## src/rtl/flt2int_pkg.sv

```systemverilog
// Shared types and constants for the half-precision float to sign-magnitude
// integer converter.
package flt2int_pkg;

   localparam int EXP_W = 5;
   localparam int MAN_W = 10;
   localparam int SIG_W = MAN_W + 1;
   localparam int MAG_W = 15;
   localparam int CNT_W = 4;

   localparam logic [EXP_W-1:0] BIAS      = 5'd15;
   // Exponent at which sig (with its hidden bit) is already an integer.
   localparam logic [EXP_W-1:0] EXP_UNITY = BIAS + 5'(MAN_W);
   // From here up the value is at least 2^15 and cannot fit 15 magnitude bits.
   localparam logic [EXP_W-1:0] EXP_SAT   = 5'd30;
   // At or below this the value is below 0.5 and always rounds to zero.
   localparam logic [EXP_W-1:0] EXP_ZERO  = EXP_UNITY - 5'd12;

   localparam logic [MAG_W-1:0] MAX_MAG = 15'h7FFF;

   typedef enum logic [3:0] {
      IDLE,
      RD_HI,
      RD_LO,
      CLASS,
      SHIFT,
      ROUND,
      WR_HI,
      WR_LO,
      DONE
   } state_t;

   // How the latched exponent sends the conversion through the datapath.
   typedef enum logic [2:0] {
      CLS_SAT,
      CLS_ZERO,
      CLS_UNITY,
      CLS_SHR,
      CLS_SHL
   } cls_t;

   function automatic cls_t classify(input logic [EXP_W-1:0] e);
      cls_t c;
      if (e >= EXP_SAT)
         c = CLS_SAT;
      else if (e <= EXP_ZERO)
         c = CLS_ZERO;
      else if (e == EXP_UNITY)
         c = CLS_UNITY;
      else if (e < EXP_UNITY)
         c = CLS_SHR;
      else
         c = CLS_SHL;
      return c;
   endfunction

endpackage

```

## src/rtl/flt2int_shifter.sv

```systemverilog
// Magnitude register with one-bit-per-cycle shifting, guard/sticky capture
// for right shifts, round-to-nearest-even increment and a shift counter.
module flt2int_shifter
   import flt2int_pkg::*;
(
   input  logic             clk,
   input  logic             reset,
   input  logic             load,
   input  logic [MAG_W-1:0] load_val,
   input  logic [CNT_W-1:0] load_cnt,
   input  logic             shl,
   input  logic             shr,
   input  logic             rnd,
   output logic [MAG_W-1:0] mag,
   output logic             zero
);

   logic             guard;
   logic             sticky;
   logic [CNT_W-1:0] count;
   logic             round_up;

   // Nearest-even: bump when above half, or exactly half with an odd lsb.
   assign round_up = guard & (sticky | mag[0]);

   // Counter holds remaining shifts minus one, so zero marks the last shift.
   assign zero = (count == '0);

   // Magnitude, guard/sticky and count update according to the FSM command.
   always_ff @(posedge clk or posedge reset) begin
      if (reset) begin
         mag    <= '0;
         guard  <= 1'b0;
         sticky <= 1'b0;
         count  <= '0;
      end else if (load) begin
         mag    <= load_val;
         guard  <= 1'b0;
         sticky <= 1'b0;
         count  <= load_cnt;
      end else if (shr) begin
         mag    <= {1'b0, mag[MAG_W-1:1]};
         guard  <= mag[0];
         sticky <= sticky | guard;
         count  <= count - 1'b1;
      end else if (shl) begin
         mag    <= {mag[MAG_W-2:0], 1'b0};
         count  <= count - 1'b1;
      end else if (rnd) begin
         // Largest pre-round value is 32752, so the increment never wraps.
         if (round_up)
            mag <= mag + 1'b1;
      end
   end

endmodule

```

## src/rtl/flt2int_seq.sv

```systemverilog
// Memory-mapped converter: reads a half-precision float as two bytes,
// converts it to a 16-bit sign-magnitude integer with round-to-nearest-even
// and saturation, writes the two result bytes back and then holds done.
module flt2int_seq
   import flt2int_pkg::*;
#(
   parameter logic [7:0] SRC_HI = 8'd5,
   parameter logic [7:0] SRC_LO = 8'd6,
   parameter logic [7:0] DST_HI = 8'd1,
   parameter logic [7:0] DST_LO = 8'd2
) (
   input  logic       clk,
   input  logic       reset,
   input  logic       start,
   output logic       done,
   output logic [7:0] mem_addr,
   input  logic [7:0] mem_rd_data,
   output logic       mem_wr_en,
   output logic [7:0] mem_wr_data
);

   state_t           state;
   state_t           state_nxt;

   logic [7:0]       hi_byte;
   logic [7:0]       lo_byte;
   logic             left_dir;

   logic [EXP_W-1:0] exp_f;
   logic [SIG_W-1:0] sig;
   logic             sign;
   cls_t             cls;

   logic             load;
   logic             shl;
   logic             shr;
   logic             rnd;
   logic [MAG_W-1:0] load_val;
   logic [CNT_W-1:0] load_cnt;
   logic [MAG_W-1:0] mag;
   logic             zero;

   assign sign  = hi_byte[7];
   assign exp_f = hi_byte[6:2];
   assign sig   = {1'b1, hi_byte[1:0], lo_byte};
   assign cls   = classify(exp_f);

   // Initial magnitude and shift count chosen when the float is classified.
   always_comb begin
      load_val = '0;
      load_cnt = '0;
      case (cls)
         CLS_SAT:   load_val = MAX_MAG;
         CLS_ZERO:  load_val = '0;
         CLS_UNITY: load_val = MAG_W'(sig);
         CLS_SHR: begin
            load_val = MAG_W'(sig);
            load_cnt = CNT_W'(EXP_UNITY - exp_f - 5'd1);
         end
         CLS_SHL: begin
            load_val = MAG_W'(sig);
            load_cnt = CNT_W'(exp_f - EXP_UNITY - 5'd1);
         end
         default: load_val = '0;
      endcase
   end

   // Source byte latches and shift direction, captured in their own states.
   always_ff @(posedge clk or posedge reset) begin
      if (reset) begin
         hi_byte  <= '0;
         lo_byte  <= '0;
         left_dir <= 1'b0;
      end else begin
         if (state == RD_HI)
            hi_byte <= mem_rd_data;
         if (state == RD_LO)
            lo_byte <= mem_rd_data;
         if (state == CLASS)
            left_dir <= (cls == CLS_SHL);
      end
   end

   // State register.
   always_ff @(posedge clk or posedge reset) begin
      if (reset)
         state <= IDLE;
      else
         state <= state_nxt;
   end

   // Next-state logic; start is only honoured from IDLE and DONE.
   always_comb begin
      state_nxt = state;
      case (state)
         IDLE:    if (start) state_nxt = RD_HI;
         RD_HI:   state_nxt = RD_LO;
         RD_LO:   state_nxt = CLASS;
         CLASS: begin
            case (cls)
               CLS_SAT,
               CLS_ZERO:  state_nxt = WR_HI;
               CLS_UNITY: state_nxt = ROUND;
               default:   state_nxt = SHIFT;
            endcase
         end
         SHIFT:   if (zero) state_nxt = ROUND;
         ROUND:   state_nxt = WR_HI;
         WR_HI:   state_nxt = WR_LO;
         WR_LO:   state_nxt = DONE;
         DONE:    if (start) state_nxt = RD_HI;
         default: state_nxt = IDLE;
      endcase
   end

   // Memory bus, done flag and datapath commands decoded from the state.
   always_comb begin
      done        = 1'b0;
      mem_addr    = '0;
      mem_wr_en   = 1'b0;
      mem_wr_data = '0;
      load        = 1'b0;
      shl         = 1'b0;
      shr         = 1'b0;
      rnd         = 1'b0;
      case (state)
         RD_HI: mem_addr = SRC_HI;
         RD_LO: mem_addr = SRC_LO;
         CLASS: load = 1'b1;
         SHIFT: begin
            shl = left_dir;
            shr = ~left_dir;
         end
         ROUND: rnd = 1'b1;
         WR_HI: begin
            mem_addr    = DST_HI;
            mem_wr_en   = 1'b1;
            mem_wr_data = {sign, mag[14:8]};
         end
         WR_LO: begin
            mem_addr    = DST_LO;
            mem_wr_en   = 1'b1;
            mem_wr_data = mag[7:0];
         end
         DONE:  done = 1'b1;
         default: ;
      endcase
   end

   flt2int_shifter u_shifter (
      .clk      (clk),
      .reset    (reset),
      .load     (load),
      .load_val (load_val),
      .load_cnt (load_cnt),
      .shl      (shl),
      .shr      (shr),
      .rnd      (rnd),
      .mag      (mag),
      .zero     (zero)
   );

endmodule

```

## config.mk

```make
export PLATFORM = sky130hd
export DESIGN_NAME = flt2int_seq
export DESIGN_NICKNAME = d
export VERILOG_FILES = /design/src/rtl/flt2int_pkg.sv /design/src/rtl/flt2int_shifter.sv /design/src/rtl/flt2int_seq.sv
export SDC_FILE = /design/constraint.sdc
export NUM_CORES = 1
export LEC_CHECK = 0
export BUFFER_PORTS_ARGS = -buffer_cell sky130_fd_sc_hd__buf_4
export CAP_MARGIN = 20
export CORE_ASPECT_RATIO = 0.8
export CORE_MARGIN = 3
export CORE_UTILIZATION = 50
export DETAILED_ROUTE_END_ITERATION = 7
export PLACE_DENSITY = 0.69
export SETUP_SLACK_MARGIN = 0.1
export SLEW_MARGIN = 25
export SYNTH_ARGS = -nofsm -noshare
export SYNTH_HDL_FRONTEND = slang
export SYNTH_SLANG_ARGS = --single-unit
```

## constraint.sdc

```tcl
create_clock -name clk -period 4.9 [get_ports clk]
set_input_delay 0.245 -clock clk [delete_from_list [all_inputs] [get_ports clk]]
set_output_delay 0.245 -clock clk [all_outputs]
set_load 0.03 [all_outputs]
```

==> results of run 1 <==
-- registers in the layout (all words and copies together), names as in the netlist --
signal and count:
u_shifter.guard 1, state 4, u_shifter.mag 15, lo_byte 8, left_dir 1, hi_byte 8, u_shifter.sticky 1, u_shifter.count 4
-- per-layer routing --
layer	global-route usage	routed length (um)	vias up
li1	-	-	1198
met1	0.3448	3495	1233
met2	0.3296	3280	98
met3	0.03539	433	12
met4	0.07191	85	0
met5	0	0	-
-- layout by cell type (no fill, tap or decap), types with 6 or more instances in the layout --
cell type  Yosys  final
a21oi_1       31     31
buf_4          7     26
dfrtp_1       42     42
ha_1           9      9
inv_1         14     14
mux2_2        14     14
mux2i_1       20     20
nand2_1       25     25
nand2b_1       6      6
nand3_1        9      9
nand4_1        6      6
nor2_1        39     39
nor3_1         8      8
o21ai_0       16     16
-- kinds of logic after synthesis --
group | after synthesis | share of synthesized area
and+or+nand+nor | 114 | 0.2013
AOI/OAI and AO/OA | 80 | 0.1709
buffers and inverters | 44 | 0.07580
DFF | 42 | 0.3597
muxes | 34 | 0.1225
xor gates and xnor gates | 10 | 0.02998
adders and majority gates | 9 | 0.03854
other | 1 | 0.001284
-- through the flow --
| stage | hold WS, ns | total power [W] |
|---|---|---|
| finish | 0.06933 | 0.002564 |
| global route | 0.1115 | 0.002784 |
| CTS | 0.09392 | 0.002554 |
| detailed placement | 0.4267 | 0.002248 |
| global placement | 0.4295 | 0.002232 |
| floorplan | 0.3618 | 0.001898 |
-- worst paths after layout --
kind | end | slack [ns]
min in group clk | hi_byte[2] | 0.17
worst min-delay path | hi_byte[3] | 0.07
worst min register to register | lo_byte[1] | 0.52
max in group asynchronous | u_shifter.mag[14] | 4.44
worst max-delay path | u_shifter.mag[14] | 2.06
worst max register to register | u_shifter.mag[14] | 2.06
-- power by group through the flow --
stage | logic [W] | registers (W) | clock network (W)
after floorplan | 0.00128 | 0.000622 | 0
after global placement | 0.00139 | 0.000843 | 0
after detailed placement | 0.00140 | 0.000846 | 0
after CTS | 0.00142 | 0.000839 | 0.000295
after global routing | 0.00159 | 0.000888 | 0.000308
final | 0.00142 | 0.000850 | 0.000290
-- worst register-to-register path, stage by stage (launching register included) --
cell and delay [ns]:
dfrtp_1 0.93, nor4bb_2 0.49, buf_4 0.28, a22oi_1 0.30
a2111oi_0 0.57, a211oi_1 0.11
-- final cells by class --
type	instances	share of cell area
clock buffers	5	0.02155
well taps	78	0.03056
clock inverters	3	0.01528
repair buffers	26	0.06113
inverters	14	0.01646
flip-flops and latches	42	0.3292
multi-input cells	252	0.5259
==> results.tsv, run 1 <==
stage	metric	value	unit
clock_tree	clk_latency	0.31	ns
final_layout	layout.cells.non_filler	420	
logic_synthesis	yosysUniqueCellTypes	56	
logic_synthesis	async_flop_share	1.000	
worst_setup_path	arrival	2.99	ns
sta	fin_skew	0.01874	ns
die	rows	24	
final_layout	finish.utilization	0.5748	
sta	hold_viol	0	
worst_setup_path	critPathLaunch	state[0]	
worst_setup_path	worst-path-stages	5	
grt	grt_pass1_wl	12090	um
die	core	0.005555	mm2
logic_synthesis	syn_avg_cell_area	8.747	um2
power	p_clk_frac	0.113	
clock_tree	path_clk_slew	0.10	ns
die	die_area	0.006802	mm2
route	wire_per_inst	17.37	um
clock_tree	clock_path_buffers	2	
sta	rsz0062_at_grt	false	
final_layout	antenna_cells	0	
die	initial_core_util	0.5259	
sta	timing.final.ws_setup	2.061	ns
logic_synthesis	synth_edf_count	0	
place	postPlaceCellArea	0.003075	mm2
place	place_congestion	0.9066	
worst_setup_path	path_max_fanout	20	
power	p_sw_frac	0.4937	
grt	grt_usage	0.2263	
sta	max_freq	352.3	MHz
place	placed_cells	412	
logic_synthesis	yosysWarnings	0	
final_layout	syn2layout_area_growth	9.293	%
place	portBuffers	23	
place	dp_slack	2.240	ns
sta	tns	0	ns
logic_synthesis	seq_area_frac_synth	0.3597	
sta	timing.final.max_slew_violations	0	
die	top_level_ports	29	
logic_synthesis	yosysMostFrequentCell	dfrtp_1	
worst_setup_path	cp-end-kind	flop	
route	vias	2541	
clock_tree	cts_num_sinks	42	
worst_setup_path	worstPathRequired	5.05	ns
logic_synthesis	ys_ff_latch	42	
outcome	status	finished, final reports clean	
clock_tree	ctsResizeCount	0	
clock_tree	cts-root-buf	clkbuf_8	
logic_synthesis	synthTopCellsByCount	dfrtp_1, nor2_1, a21oi_1	
worst_setup_path	cpMaxStageDelayCell	dfrtp_1	
power	internal_power	0.001298	W
power	seq_power_share	0.331	
sta	fin_crit_sh	0.5793	
sta	period_needed	2.839	ns
final_layout	register_area	0.001051	mm2
job	cap_violations	0	
sta	setup_violations	0	
route	dr.pass1.iters	5	
route	drt-initial-drc-count	219	
power	ir_worst_vdd	404.6	uV
worst_setup_path	slowest_delay	0.93	ns
clock_tree	cts_buffers	5	
final_layout	fin_area	0.003193	mm2
grt	grt_max_degree	43	
worst_setup_path	cp_top_family	compound AO/OA/AOI/OAI gates	
clock_tree	postCtsHoldBufs	0	
grt	grt_overflow	0	
route	via_per_inst	6.050	
die	die_w	91.46	um
route	drt-total-wl	7295	um
logic_synthesis	yosys.area.top_type	dfrtp_1	
worst_setup_path	startpoint_type	flop	
logic_synthesis	synthFlopType	dfrtp_1	
logic_synthesis	synthTopCellsByArea	dfrtp_1, mux2i_1, mux2_2	
clock_tree	htreeDepth	2	
final_layout	final_nets	361	
sta	max_slew_margin	0.3728	
sta	worstMarginPinSlew	0.9409	ns
final_layout	drive_above_1_share	0.1696	
worst_setup_path	r2r_cells	5	
clock_tree	post_cts_buffers	0	
power	p_switching	0.001266	W
logic_synthesis	syn-instance-count	334	
die	die_h	74.37	um
worst_hold_path	hold_path.class	in -> async	
clock_tree	cts_tree	done	
worst_setup_path	reg2reg_from	state[0]	
grt	antenna_found_initial	0	
logic_synthesis	synth_top_area_share	0.3597	
route	drc	0	
worst_setup_path	critPathKind	reg -> reg	
power	p_leak	1.358	nW
grt	grt_pass1_vias	2332	
power	pwr-share-comb	0.555	
worst_setup_path	crit_buf_inv	1	
place	hpwl	5131	um
final_layout	fill_cells	512	
logic_synthesis	syn_area	0.002922	mm2
final_layout	multi_input_area	0.001679	mm2
power	power_density	803.0	mW/mm2
worst_setup_path	cp_cell_sequence	nor4bb_2, buf_4, a22oi_1, a2111oi_0, a211oi_1	
route	ant_nets	0	
Power figures use the tool's default switching activity.
==> inputs of run 2 (changes only) <==
clock period = 2.7 ns   (was 4.9 ns; I/O delays follow)
==> results.tsv, run 2 (synthesis results as in run 1) <==
stage	metric	value	unit	change
outcome	status	finished, final reports clean		
worst_setup_path	startpoint_type	flop		
final_layout	top_register	u_shifter.mag		
power	p_leak	1.388	nW	+2.2%
sta	whs	0.05566	ns	-0.01367 ns
place	portBuffers	23		unchanged
final_layout	register_area	0.001051	mm2	unchanged
final_layout	largest_register_ffs	15		unchanged
clock_tree	cts_tree	done		
die	rows	24		unchanged
final_layout	syn2layout_area_growth	10.88	%	
clock_tree	clk_latency	0.30	ns	about the same
clock_tree	ctsResizeCount	0		unchanged
sta	tns	0	ns	unchanged
worst_hold_path	hold_end	hi_byte[2]		
route	ant_nets	0		unchanged
die	die_h	74.37	um	unchanged
final_layout	reg.largest.list	u_shifter.mag: 15 flops, hi_byte: 8 flops, lo_byte: 8 flops		
die	die_area	0.006802	mm2	unchanged
die	core	0.005555	mm2	unchanged
sta	timing.final.ws_setup	0.3041	ns	-1.757 ns
place	placed_cells	418		+1.5%
sta	max_freq	417.4	MHz	+18%
worst_setup_path	worstPathRequired	2.93	ns	-2.12 ns
worst_setup_path	r2r_slack	0.30	ns	-1.76 ns
clock_tree	cts-root-buf	clkbuf_8		
grt	grt_usage	0.2239		-0.002454
place	place_congestion	0.8481		-6.5%
worst_setup_path	r2r_cells	5		unchanged
route	dr.pass1.iters	5		unchanged
route	via_per_inst	6.033		-0.28%
grt	antenna_found_initial	0		unchanged
power	power	0.004675	W	+82%
clock_tree	clock_path_buffers	2		unchanged
sta	setup_violations	0		unchanged
clock_tree	post_cts_buffers	0		unchanged
clock_tree	path_clk_slew	0.09	ns	about the same
sta	hold_viol	0		unchanged
worst_setup_path	arrival	2.62	ns	-0.37 ns
final_layout	drive_above_1_share	0.1834		+0.01379
die	die_w	91.46	um	unchanged
grt	grt_overflow	0		unchanged
route	vias	2576		+1.4%
sta	rsz0062_at_grt	false		
place	dp_slack	0.3800	ns	-1.860 ns
worst_hold_path	min_from	mem_rd_data[2]		
clock_tree	cts_num_sinks	42		unchanged
worst_setup_path	reg2reg_to	u_shifter.mag[11]		
sta	worstMarginPinSlew	0.7391	ns	-0.2018 ns
worst_setup_path	critPathKind	reg -> reg		
sta	fin_skew	0.007827	ns	-0.01091 ns
clock_tree	postCtsHoldBufs	1		+1
final_layout	fill_cells	499		-2.5%
sta	timing.final.max_slew_violations	0		unchanged
power	ir_worst_vdd	648.6	uV	+60%
route	wire_per_inst	16.84	um	-3.1%
sta	period_needed	2.396	ns	-0.4428 ns
place	hpwl	5136	um	about the same
worst_setup_path	path_max_fanout	16		-20%
final_layout	antenna_cells	0		unchanged
grt	grt_pass1_wl	12140	um	+0.41%
final_layout	final_common_cell	dfrtp_1		
worst_setup_path	cp-end-kind	flop		
sta	max_slew_margin	0.5072		+0.1345
worst_setup_path	reg2reg_from	state[1]		
worst_setup_path	cpMaxStageDelayCell	nor4bb_2		
sta	fin_crit_sh	0.8874		+0.3080
worst_setup_path	cp_cell_sequence	nor4bb_2, nor2_2, o21ai_2, o31a_1, a2bb2oi_1		
final_layout	layout.cells.non_filler	427		+1.7%
die	initial_core_util	0.5259		unchanged
worst_hold_path	holdPathStages	3		
job	cap_violations	0		unchanged
die	top_level_ports	29		unchanged
final_layout	multi_input_area	0.001670	mm2	-0.52%
power	power_density	1443	mW/mm2	+80%
grt	grt_max_degree	43		unchanged
route	drt-total-wl	7190	um	-1.4%
clock_tree	htreeDepth	2		unchanged
route	drc	0		unchanged
route	drt-initial-drc-count	184		-16%
worst_setup_path	slowest_delay	0.74	ns	-0.19 ns
final_layout	final_cell_mix	dfrtp_1, nor2_1, buf_4, a21oi_1, nand2_1		
final_layout	final_nets	368		+1.9%
worst_hold_path	hold_path.class	in -> reg		
grt	grt_pass1_vias	2391		+2.5%
clock_tree	cts_buffers	5		unchanged
## run 2: cell types whose count changed in the layout (fill, tap and decap cells not counted)
cell,change
buf_4,+6
dlygate4sd3_1,+1
nor4b_2,+1
nor4b_4,-1
## run 2: how the worst max path moves through the flow
stage	start	endpoint	slack [ns]	depth (start not counted)
after floorplan	hi_byte[3]	u_shifter.mag[2]	0.90	7
after global placement	state[1]	u_shifter.mag[11]	0.51	5
after detailed placement	state[1]	u_shifter.mag[11]	0.38	5
after CTS	state[1]	u_shifter.mag[11]	0.35	5
after global routing	state[1]	u_shifter.mag[12]	0.20	5
final	state[1]	u_shifter.mag[11]	0.30	5
## run 2: critical path: cells and delay by family, from the launching register on
family          cells  cell delay [ns]
compound gates      3             0.75
simple gates        2             0.99
flops               1             0.58
## run 2: layer usage
| layer | GRT usage | wire length (um) | vias to the layer above |
|---|---|---|---|
| met5 | 0 | 0 | - |
| met4 | 0.06020 | 79 | 0 |
| met3 | 0.04146 | 546 | 11 |
| met2 | 0.3368 | 3163 | 117 |
| met1 | 0.3317 | 3400 | 1242 |
| li1 | - | - | 1206 |
## run 2: layout make-up
cell class / count / area share
multi-input combinational: 252 / 0.5156
sequential: 42 / 0.3244
timing repair buffer: 33 / 0.07725
tap: 78 / 0.03013
clock buffer: 5 / 0.02124
inverter: 14 / 0.01622
clock inverter: 3 / 0.01506
## run 2: stage by stage
stage	cell area (um2)	util
3_3_place_gp	3112	0.5601
2_1_floorplan	2937	-
4_1_cts	3239	0.5831
3_5_place_dp	3112	0.5601
5_1_grt	3239	0.5831
6_report	3239	0.5831
## run 2: power breakdown
| group | total, W | leakage, nW | internal, W | switching (W) |
|---|---|---|---|---|
| sequential | 0.00147 | 0.489 | 0.000942 | 0.000526 |
| clock | 0.000529 | 0.0563 | 0.000282 | 0.000247 |
| combinational | 0.00268 | 0.842 | 0.00117 | 0.00151 |
| total | 0.00467 | 1.39 | 0.00240 | 0.00228 |
==> inputs of run 3 (changes only) <==
CORE_MARGIN = default   (was 3)
==> results.tsv, run 3 (synthesis results as in run 1) <==
stage	metric	value	unit	change
outcome	status	finished, final reports clean		
job	cap_violations	0		unchanged
clock_tree	ctsResizeCount	0		unchanged
sta	max_slew_margin	0.5105		+0.003267
worst_hold_path	holdPathStages	3		unchanged
worst_setup_path	critPathKind	reg -> reg		
route	dr.pass1.iters	4		-1
grt	grt_pass1_vias	2386		-0.21%
place	portBuffers	23		unchanged
final_layout	top_register	u_shifter.mag		
grt	grt_overflow	0		unchanged
grt	grt.met2_usage	0.3646		+0.02774
route	drt-initial-drc-count	161		-13%
clock_tree	cts_tree	done		
sta	rsz0062_at_grt	false		
final_layout	largest_register_ffs	15		unchanged
worst_setup_path	reg2reg_to	u_shifter.mag[2]		
final_layout	final_nets	369		+0.27%
final_layout	fill_cells	522		+4.6%
place	hpwl	5121	um	-0.30%
sta	setup_violations	0		unchanged
grt	grt_most_used_layer	met1		
grt	grt_usage	0.2583		+0.03443
worst_setup_path	r2r_cells	7		+2
worst_setup_path	arrival	2.56	ns	-0.06 ns
power	power_density	1426	mW/mm2	-1.2%
power	p_switching	0.002276	W	-0.13%
worst_setup_path	cpMostUsedCell	nor2_1		
final_layout	reg.largest.list	u_shifter.mag: 15 flops, hi_byte: 8 flops, lo_byte: 8 flops		
route	wire_per_inst	16.72	um	-0.71%
worst_setup_path	r2r_slack	0.33	ns	+0.03 ns
worst_hold_path	min_from	mem_rd_data[3]		
clock_tree	clk_latency	0.31	ns	about the same
clock_tree	htreeDepth	2		unchanged
power	p_clk_frac	0.093		-0.020
die	rows	24		unchanged
worst_hold_path	hold_path.class	in -> reg		
sta	period_needed	2.366	ns	-0.02965 ns
worst_setup_path	path_max_fanout	9		-7
sta	hold_viol	0		unchanged
sta	tns	0	ns	unchanged
worst_setup_path	startpoint_type	flop		
worst_setup_path	reg2reg_from	hi_byte[3]		
sta	timing.final.max_slew_violations	0		unchanged
power	ir_worst_vdd	498.9	uV	-23%
power	p_sw_frac	0.4959		+0.008409
route	vias	2520		-2.2%
die	initial_core_util	0.5288		+0.002858
clock_tree	cts-root-buf	clkbuf_8		
power	p_leak	1.380	nW	-0.54%
die	core	0.005525	mm2	-0.54%
worst_setup_path	slowest_delay	0.48	ns	-0.26 ns
grt	met1_usage	0.3941		+0.06247
sta	fin_skew	0.004825	ns	-0.003002 ns
final_layout	final_cell_mix	dfrtp_1, nor2_1, buf_4, a21oi_1, nand2_1		
place	placed_cells	419		+0.24%
place	postPlaceCellArea	0.003119	mm2	+0.24%
place	place_congestion	0.8307		-2.1%
power	internal_power	0.002313	W	-3.4%
final_layout	layout.cells.non_filler	428		+0.23%
worst_setup_path	cpMaxStageDelayCell	a31oi_1		
final_layout	final_common_cell	dfrtp_1		
route	ant_nets	0		unchanged
worst_hold_path	hold_end	hi_byte[3]		
grt	grt_use_met3	0.05437		+0.01292
final_layout	drive_above_1_share	0.1857		+0.002333
grt	grt_max_degree	43		unchanged
power	pwr-share-comb	0.593		+0.020
final_layout	fin_area	0.003219	mm2	-0.62%
route	via_per_inst	5.888		-2.4%
worst_setup_path	cp_cell_sequence	inv_1, ha_1, a21o_1, a31oi_1, nor2_1, a221oi_1, nor2_1		
die	top_level_ports	29		unchanged
sta	fin_crit_sh	0.8764		-0.01098
power	seq_power_share	0.314		about the same
worst_setup_path	cp-end-kind	flop		
worst_setup_path	worstPathRequired	2.89	ns	-0.04 ns
route	drt-total-wl	7156	um	-0.47%
clock_tree	cts_num_sinks	42		unchanged
clock_tree	path_clk_slew	0.09	ns	about the same
sta	worstMarginPinSlew	0.7342	ns	-0.004899 ns
clock_tree	post_cts_buffers	0		unchanged
grt	grt_pass1_wl	12130	um	about the same
final_layout	antenna_cells	0		unchanged
grt	antenna_found_initial	0		unchanged
die	die_area	0.006155	mm2	-9.5%
die	die_h	70.37	um	-5.4%
clock_tree	clock_path_buffers	2		unchanged
power	power	0.004590	W	-1.8%
route	drc	0		unchanged
sta	max_freq	422.6	MHz	+1.3%
clock_tree	cts_buffers	5		unchanged
clock_tree	postCtsHoldBufs	1		unchanged
die	die_w	87.46	um	-4.4%
final_layout	syn2layout_area_growth	10.19	%	
run 3: cell type report:
type | instances | area, um2 | area share
Multi-Input combinational cell | 252 | 1670 | 0.5188
Sequential cell | 42 | 1051 | 0.3265
Timing Repair Buffer | 34 | 257.7 | 0.08006
Tap cell | 78 | 97.59 | 0.03031
Clock buffer | 5 | 68.82 | 0.02138
Inverter | 14 | 52.55 | 0.01632
Clock inverter | 3 | 21.27 | 0.006607
run 3: metrics by stage:
step | util | hold WS (ns) | worst slack (ns)
global placement | 0.5645 | 0.3134 | 0.4612
CTS | 0.5827 | 0.04869 | 0.3843
detailed placement | 0.5645 | 0.3159 | 0.4027
global route | 0.5827 | 0.05248 | 0.1740
floorplan | - | 0.2518 | 0.8979
finish | 0.5827 | 0.04894 | 0.3338
run 3: worst max path at each step:
| stage | from | end | slack [ns] | cells after the start |
|---|---|---|---|---|
| 6_report | hi_byte[3] | u_shifter.mag[2] | 0.33 | 7 |
| 5_1_grt | hi_byte[3] | u_shifter.mag[2] | 0.17 | 7 |
| 4_1_cts | hi_byte[3] | u_shifter.mag[2] | 0.38 | 7 |
| 3_5_place_dp | hi_byte[3] | u_shifter.mag[2] | 0.40 | 7 |
| 3_3_place_gp | hi_byte[3] | u_shifter.mag[2] | 0.46 | 7 |
| 2_1_floorplan | hi_byte[3] | u_shifter.mag[2] | 0.90 | 7 |
run 3: critical path, delay by kind of cell, from the launching register on:
family,cells,cell delay (ns)
AND/OR/NAND/NOR,2,0.38
AO/OA/AOI/OAI,3,1.06
adder cells (fa/ha/maj),1,0.22
flip-flops,1,0.42
buffers and inverters,1,0.15
run 3: power by group through the flow:
stage / Combinational, W / Clock (W) / Sequential, W
floorplan: 0.00232 / 0 / 0.00113
global placement: 0.00266 / 0 / 0.00143
detailed placement: 0.00271 / 0 / 0.00143
CTS: 0.00272 / 0.000434 / 0.00142
global route: 0.00302 / 0.000457 / 0.00150
finish: 0.00272 / 0.000427 / 0.00144
run 3: layer usage:
layer | wire [um] | share of wire
met2 | 3169 | 0.44
met1 | 3424 | 0.48
met4 | 142 | 0.020
met5 | 0 | 0
met3 | 419 | 0.059
